<file path="config.mk">
export PLATFORM = sky130hd
export DESIGN_NAME = rgb_gray_mul_sched
export DESIGN_NICKNAME = d
export VERILOG_FILES = /design/src/rtl/rgb_gray_mul_sched.sv
export SDC_FILE = /design/constraint.sdc
export NUM_CORES = 1
export LEC_CHECK = 0
export ABC_CLOCK_PERIOD_IN_PS = 5300
export BUFFER_PORTS_ARGS = -buffer_cell sky130_fd_sc_hd__buf_2
export CAP_MARGIN = 30
export CORE_ASPECT_RATIO = 0.6
export CORE_MARGIN = 2
export CORE_UTILIZATION = 45
export CTS_CLUSTER_SIZE = 10
export DETAILED_ROUTE_END_ITERATION = 8
export GPL_TIMING_DRIVEN = 1
export PLACE_DENSITY = 0.75
export SETUP_SLACK_MARGIN = 0.15
export SYNTH_ARGS = -nofsm -noshare
export SYNTH_HDL_FRONTEND = slang
export SYNTH_SLANG_ARGS = --single-unit
</file>
<file path="constraint.sdc">
create_clock -name clk -period 5.3 [get_ports clk]
set_input_delay 1.06 -clock clk [delete_from_list [all_inputs] [get_ports clk]]
set_output_delay 1.06 -clock clk [all_outputs]
set_load 0.05 [all_outputs]
</file>
<file path="src/rtl/rgb_gray_mul_sched.sv">
// rgb_gray_mul_sched: shares one pipelined 16x7 multiplier across the
// R/G/B grayscale products of a pixel and accumulates one gray sample.
// Ports: clk, reset (async, active-high); coef_r/g/b weights;
// s_valid/s_ready/s_r/s_g/s_b pixel input; mul_ce/mul_a/mul_b/mul_p
// multiplier side; m_valid/m_ready/m_gray registered gray output.
module rgb_gray_mul_sched #(
    parameter int DATA_W  = 16,
    parameter int COEF_W  = 7,
    parameter int MUL_LAT = 3,
    parameter int SHIFT   = 7
) (
    input  logic                     clk,
    input  logic                     reset,
    input  logic [COEF_W-1:0]        coef_r,
    input  logic [COEF_W-1:0]        coef_g,
    input  logic [COEF_W-1:0]        coef_b,
    input  logic                     s_valid,
    output logic                     s_ready,
    input  logic [DATA_W-1:0]        s_r,
    input  logic [DATA_W-1:0]        s_g,
    input  logic [DATA_W-1:0]        s_b,
    output logic                     mul_ce,
    output logic [DATA_W-1:0]        mul_a,
    output logic [COEF_W-1:0]        mul_b,
    input  logic [DATA_W+COEF_W-1:0] mul_p,
    output logic                     m_valid,
    input  logic                     m_ready,
    output logic [DATA_W-1:0]        m_gray
);

    localparam int ACC_W = DATA_W + COEF_W + 2;

    localparam logic [1:0] S_IDLE  = 2'd0;
    localparam logic [1:0] S_RED   = 2'd1;
    localparam logic [1:0] S_GREEN = 2'd2;
    localparam logic [1:0] S_BLUE  = 2'd3;

    localparam logic [1:0] CH_R = 2'd0;
    localparam logic [1:0] CH_G = 2'd1;
    localparam logic [1:0] CH_B = 2'd2;

    logic [1:0]              state_q, state_d;
    logic [DATA_W-1:0]       r_q, r_d, g_q, g_d, b_q, b_d;
    logic [COEF_W-1:0]       cr_q, cr_d, cg_q, cg_d, cb_q, cb_d;
    // Each tag entry is {valid, chan[1:0]}; the top entry lines up with mul_p.
    logic [MUL_LAT-1:0][2:0] tag_q, tag_d;
    logic [ACC_W-1:0]        acc_q, acc_d;
    logic                    m_valid_q, m_valid_d;
    logic [DATA_W-1:0]       m_gray_q, m_gray_d;
    logic                    accept;
    logic [2:0]              tag_in;
    logic [2:0]              tail;

    assign mul_ce  = !(m_valid_q && !m_ready);
    assign s_ready = mul_ce && (state_q == S_IDLE || state_q == S_BLUE);
    assign accept  = s_valid && s_ready;
    assign tail    = tag_q[MUL_LAT-1];
    assign m_valid = m_valid_q;
    assign m_gray  = m_gray_q;

    always_comb begin
        mul_a  = '0;
        mul_b  = '0;
        tag_in = 3'b000;
        unique case (state_q)
            S_RED: begin
                mul_a  = r_q;
                mul_b  = cr_q;
                tag_in = {1'b1, CH_R};
            end
            S_GREEN: begin
                mul_a  = g_q;
                mul_b  = cg_q;
                tag_in = {1'b1, CH_G};
            end
            S_BLUE: begin
                mul_a  = b_q;
                mul_b  = cb_q;
                tag_in = {1'b1, CH_B};
            end
            default: ;
        endcase
    end

    always_comb begin
        state_d   = state_q;
        r_d       = r_q;
        g_d       = g_q;
        b_d       = b_q;
        cr_d      = cr_q;
        cg_d      = cg_q;
        cb_d      = cb_q;
        tag_d     = tag_q;
        acc_d     = acc_q;
        m_valid_d = m_valid_q;
        m_gray_d  = m_gray_q;
        if (m_ready) m_valid_d = 1'b0;
        if (mul_ce) begin
            unique case (state_q)
                S_IDLE:  state_d = accept ? S_RED : S_IDLE;
                S_RED:   state_d = S_GREEN;
                S_GREEN: state_d = S_BLUE;
                S_BLUE:  state_d = accept ? S_RED : S_IDLE;
                default: state_d = S_IDLE;
            endcase
            // Capturing in BLUE is safe: the old b_q is sampled by the
            // multiplier on this same edge.
            if (accept) begin
                r_d  = s_r;
                g_d  = s_g;
                b_d  = s_b;
                cr_d = coef_r;
                cg_d = coef_g;
                cb_d = coef_b;
            end
            tag_d = {tag_q[MUL_LAT-2:0], tag_in};
            if (tail[2]) begin
                case (tail[1:0])
                    CH_R: acc_d = ACC_W'(mul_p);
                    CH_G: acc_d = acc_q + ACC_W'(mul_p);
                    CH_B: begin
                        m_gray_d  = DATA_W'((acc_q + ACC_W'(mul_p)) >> SHIFT);
                        m_valid_d = 1'b1;
                    end
                    default: ;
                endcase
            end
        end
    end

    always_ff @(posedge clk or posedge reset) begin
        if (reset) begin
            state_q   <= S_IDLE;
            r_q       <= '0;
            g_q       <= '0;
            b_q       <= '0;
            cr_q      <= '0;
            cg_q      <= '0;
            cb_q      <= '0;
            tag_q     <= '0;
            acc_q     <= '0;
            m_valid_q <= 1'b0;
            m_gray_q  <= '0;
        end else begin
            state_q   <= state_d;
            r_q       <= r_d;
            g_q       <= g_d;
            b_q       <= b_d;
            cr_q      <= cr_d;
            cg_q      <= cg_d;
            cb_q      <= cb_d;
            tag_q     <= tag_d;
            acc_q     <= acc_d;
            m_valid_q <= m_valid_d;
            m_gray_q  <= m_gray_d;
        end
    end

endmodule

</file>
==> run_results.csv <==
group,metric,value,unit
cells_and_area,nets,823,
worst_setup_path,cp_max_fo,13,
cells_and_area,antenna_cells,0,
clock_tree,htreeDepth,4,
sta,fin_setup_tns,0,ns
floorplanning,dieArea,14700,um2
place,gp_congestion,0.910,
pwr,power.internal,0.00335,W
clock_tree,clockBufferDepth,2,
logic_synthesis,synth_area_leader_cell,"dfrtp_1",
logic_synthesis,synth_nets,689,
clock_tree,post_cts_buffers,0,
logic_synthesis,synth.area.top_cells,"dfrtp_1, mux2_2, ha_1, a222oi_1, nand2_1",
global_route,grt_use_total,22.3,%
pwr,p_clk_share,18.3,%
sta,rsz0062_at_grt,"false",
global_route,antenna_found_initial,0,
pwr,p_sw_share,45.5,%
clock_tree,root_buffer,"clkbuf_16",
place,hpwl,11.2,mm
routing,wl,15.6,mm
run_status,status,"finished, final reports clean",
clock_tree,cts_tree,"done",
clock_tree,cts_hold_buf,0,
logic_synthesis,synth_ff_type,"dfrtp_1",
worst_setup_path,critPathLaunchType,"flip-flop",
floorplanning,die_w,155,um
sta,fin_skew,0.00998,ns
floorplanning,start_util,45.6,%
clock_tree,cts_resized,0,
routing,antenna_left,0,
worst_setup_path,cp.required,4.24,ns
pwr,ir_drop,0.359,mV
global_route,overflow,0,
clock_tree,numCtsBuffers,17,
pwr,seq_power_share,27.3,%
logic_synthesis,synth_top_area_share,48.7,%
routing,drt-pass1-iter-count,5,
place,portBuffers,137,
routing,drc_errors,0,
sta,relSlewSlack,40.3,%
clock_tree,clk_latency,0.42,ns
cells_and_area,drive_above_1_share,38.1,%
logic_synthesis,ys_seq_area_share,48.7,%
pwr,cellLeakagePower,3.58,nW
routing,drtIter0Drc,444,
logic_synthesis,ys_types,50,
clock_tree,clk_pin_slew,0.06,ns
sta,hold_viol,0,
worst_setup_path,path_class,"flip-flop to primary output",
logic_synthesis,syn_area,6160,um2
floorplanning,rows,33,
cells_and_area,area_growth,24.7,%
pwr,power_density,800,nW/um2
sta,worstMarginPinSlew,0.896,ns
logic_synthesis,avgSynthCellArea,10.9,um2
hold_path,min_path_type,"flip-flop to flip-flop",
global_route,grt_max_degree,70,
logic_synthesis,ys_async_sr_fraction,100,%
global_route,grt_pass1_vias,5158,
floorplanning,ioPinCount,138,
routing,wl_per_cell,17.7,um
cells_and_area,utilization,56.9,%
logic_synthesis,ys.warnings.count,0,
pwr,switchingPower,0.00280,W
job,maxCapViolCount,0,
floorplanning,die_height,94.7,um
sta,period_needed,3.42,ns
routing,vias,4979,
routing,via_per_inst,5.62,
clock_tree,clkSinkCount,120,
logic_synthesis,synth_edf_count,0,
worst_setup_path,end_kind,"primary output",
logic_synthesis,ys_seq_elements,120,
worst_setup_path,cp_data_arrival_time,2.36,ns
floorplanning,core-area,13500,um2
pwr,power_frac_comb,54.4,%
global_route,grt_pass1_wl,25.5,mm
sta,slew_violations,0,
sta,fmax,293,MHz
sta,period_share,64.5,%
sta,setup_viol_count_final,0,
logic_synthesis,syn_inst,564,
cells by family after synthesis:
| logic type | Yosys count | synth area share [%] |
|---|---|---|
| fa+ha+maj | 29 | 6.01 |
| buf+inv | 44 | 2.72 |
| xor+xnor | 21 | 2.98 |
| flops | 120 | 48.7 |
| compound gates | 136 | 15.5 |
| mux | 81 | 14.8 |
| simple gates | 133 | 9.34 |
worst paths after layout:
check / start / end / slack (ns) / cells past startpoint
worst min register to register: tag_q[5]$_DFFE_PP0N_ / tag_q[5]$_DFFE_PP0N_ / 0.47 / 2
worst max-delay path: state_q[0]$_DFFE_PP0N_ / mul_a[12] / 1.88 / 6
min in group asynchronous: reset / m_gray[6]$_DFFE_PP0P_ / 0.59 / 2
max in group asynchronous: reset / b_q[14]$_DFFE_PP0P_ / 3.58 / 4
worst min-delay path: tag_q[5]$_DFFE_PP0N_ / tag_q[5]$_DFFE_PP0N_ / 0.47 / 2
worst max register to register: acc_q[8]$_DFFE_PP0P_ / acc_q[22]$_DFFE_PP0P_ / 2.51 / 9
state kept, by name, indices dropped and copies added (netlist names):
signal,flops
acc_q,23
b_q,16
cb_q,7
cg_q,7
cr_q,7
g_q,16
m_gray,16
m_valid,1
r_q,16
state_q,2
tag_q,6
tail,3
per-layer routing:
metal | GRT usage, % | share of wire (%) | routed length, um
met1 | 30.7 | 48 | 7470
met2 | 34.4 | 46 | 7150
met5 | 0 | 0 | 0
met4 | 8.64 | 1.4 | 221
met3 | 5.09 | 5.1 | 804
synthesized netlist by cell type (2+ instances only):
cell and instances:
a211oi_1 3, a21o_1 9, a21oi_1 27, a21oi_2 2, a221o_1 2, a222oi_1 23, a31oi_1 3, clkbuf_1 31
dfrtp_1 120, ha_1 28, inv_1 11, mux2_2 79, mux2i_1 2, nand2_1 61, nand3_1 6, nand4_1 2
nor2_1 38, nor2b_1 3, nor3_1 8, o211ai_1 2, o21a_1 2, o21ai_0 37, o22ai_1 12, o31ai_1 2
or3_1 7, xnor2_1 14, xor2_1 7
final cells by class:
type | instances | area, um2
Clock buffer | 18 | 439
Clock inverter | 14 | 138
Fill cell | 1115 | 5810
Inverter | 11 | 43.8
Multi-Input combinational cell | 400 | 2990
Sequential cell | 120 | 3000
Tap cell | 175 | 219
Timing Repair Buffer | 148 | 851
power by group through the flow:
stage	combinational [W]	sequential, W	clock, W
global placement	0.00314	0.00165	0
global route	0.00363	0.00174	0.00119
CTS	0.00332	0.00168	0.00115
floorplan	0.00236	0.00182	0
detailed placement	0.00331	0.00169	0
finish	0.00335	0.00168	0.00112
stage by stage:
stage | cells | total power (W) | hold WS, ns | setup slack (ns) | area (um2)
6_report | 886 | 0.00615 | 0.470 | 1.88 | 7690
4_1_cts | 884 | 0.00615 | 0.472 | 1.65 | 7660
3_5_place_dp | 852 | 0.00499 | 0.459 | 1.77 | 7080
3_3_place_gp | 848 | 0.00479 | 0.455 | 1.79 | 6980
2_1_floorplan | 564 | 0.00418 | 0.439 | 1.05 | 6160
5_1_grt | 886 | 0.00656 | 0.501 | 1.80 | 7690
worst max-delay path: stages, from the launching register on:
cell and delay (ns):
dfrtp_1 0.45, inv_1 0.12, ha_1 0.59, buf_8 0.24, a222oi_1 0.12, nor2_1 0.15
buf_2 0.28
placed cells by master, fill, tap and decap left out, drive strengths merged, types with 7 or more instances in the layout:
cell type  Yosys  routed
or3            7       7
a222oi        23      23
xor2           7       7
xnor2         14      14
o21ai         38      38
dfrtp        120     120
a21o           9       9
inv           11      18
buf            1     148
o22ai         12      12
nor2          38      38
clkbuf        32      18
a21oi         29      29
mux2          79      79
ha            28      28
nor3           8       8
nand2         61      61
Power figures use the tool's default switching activity.
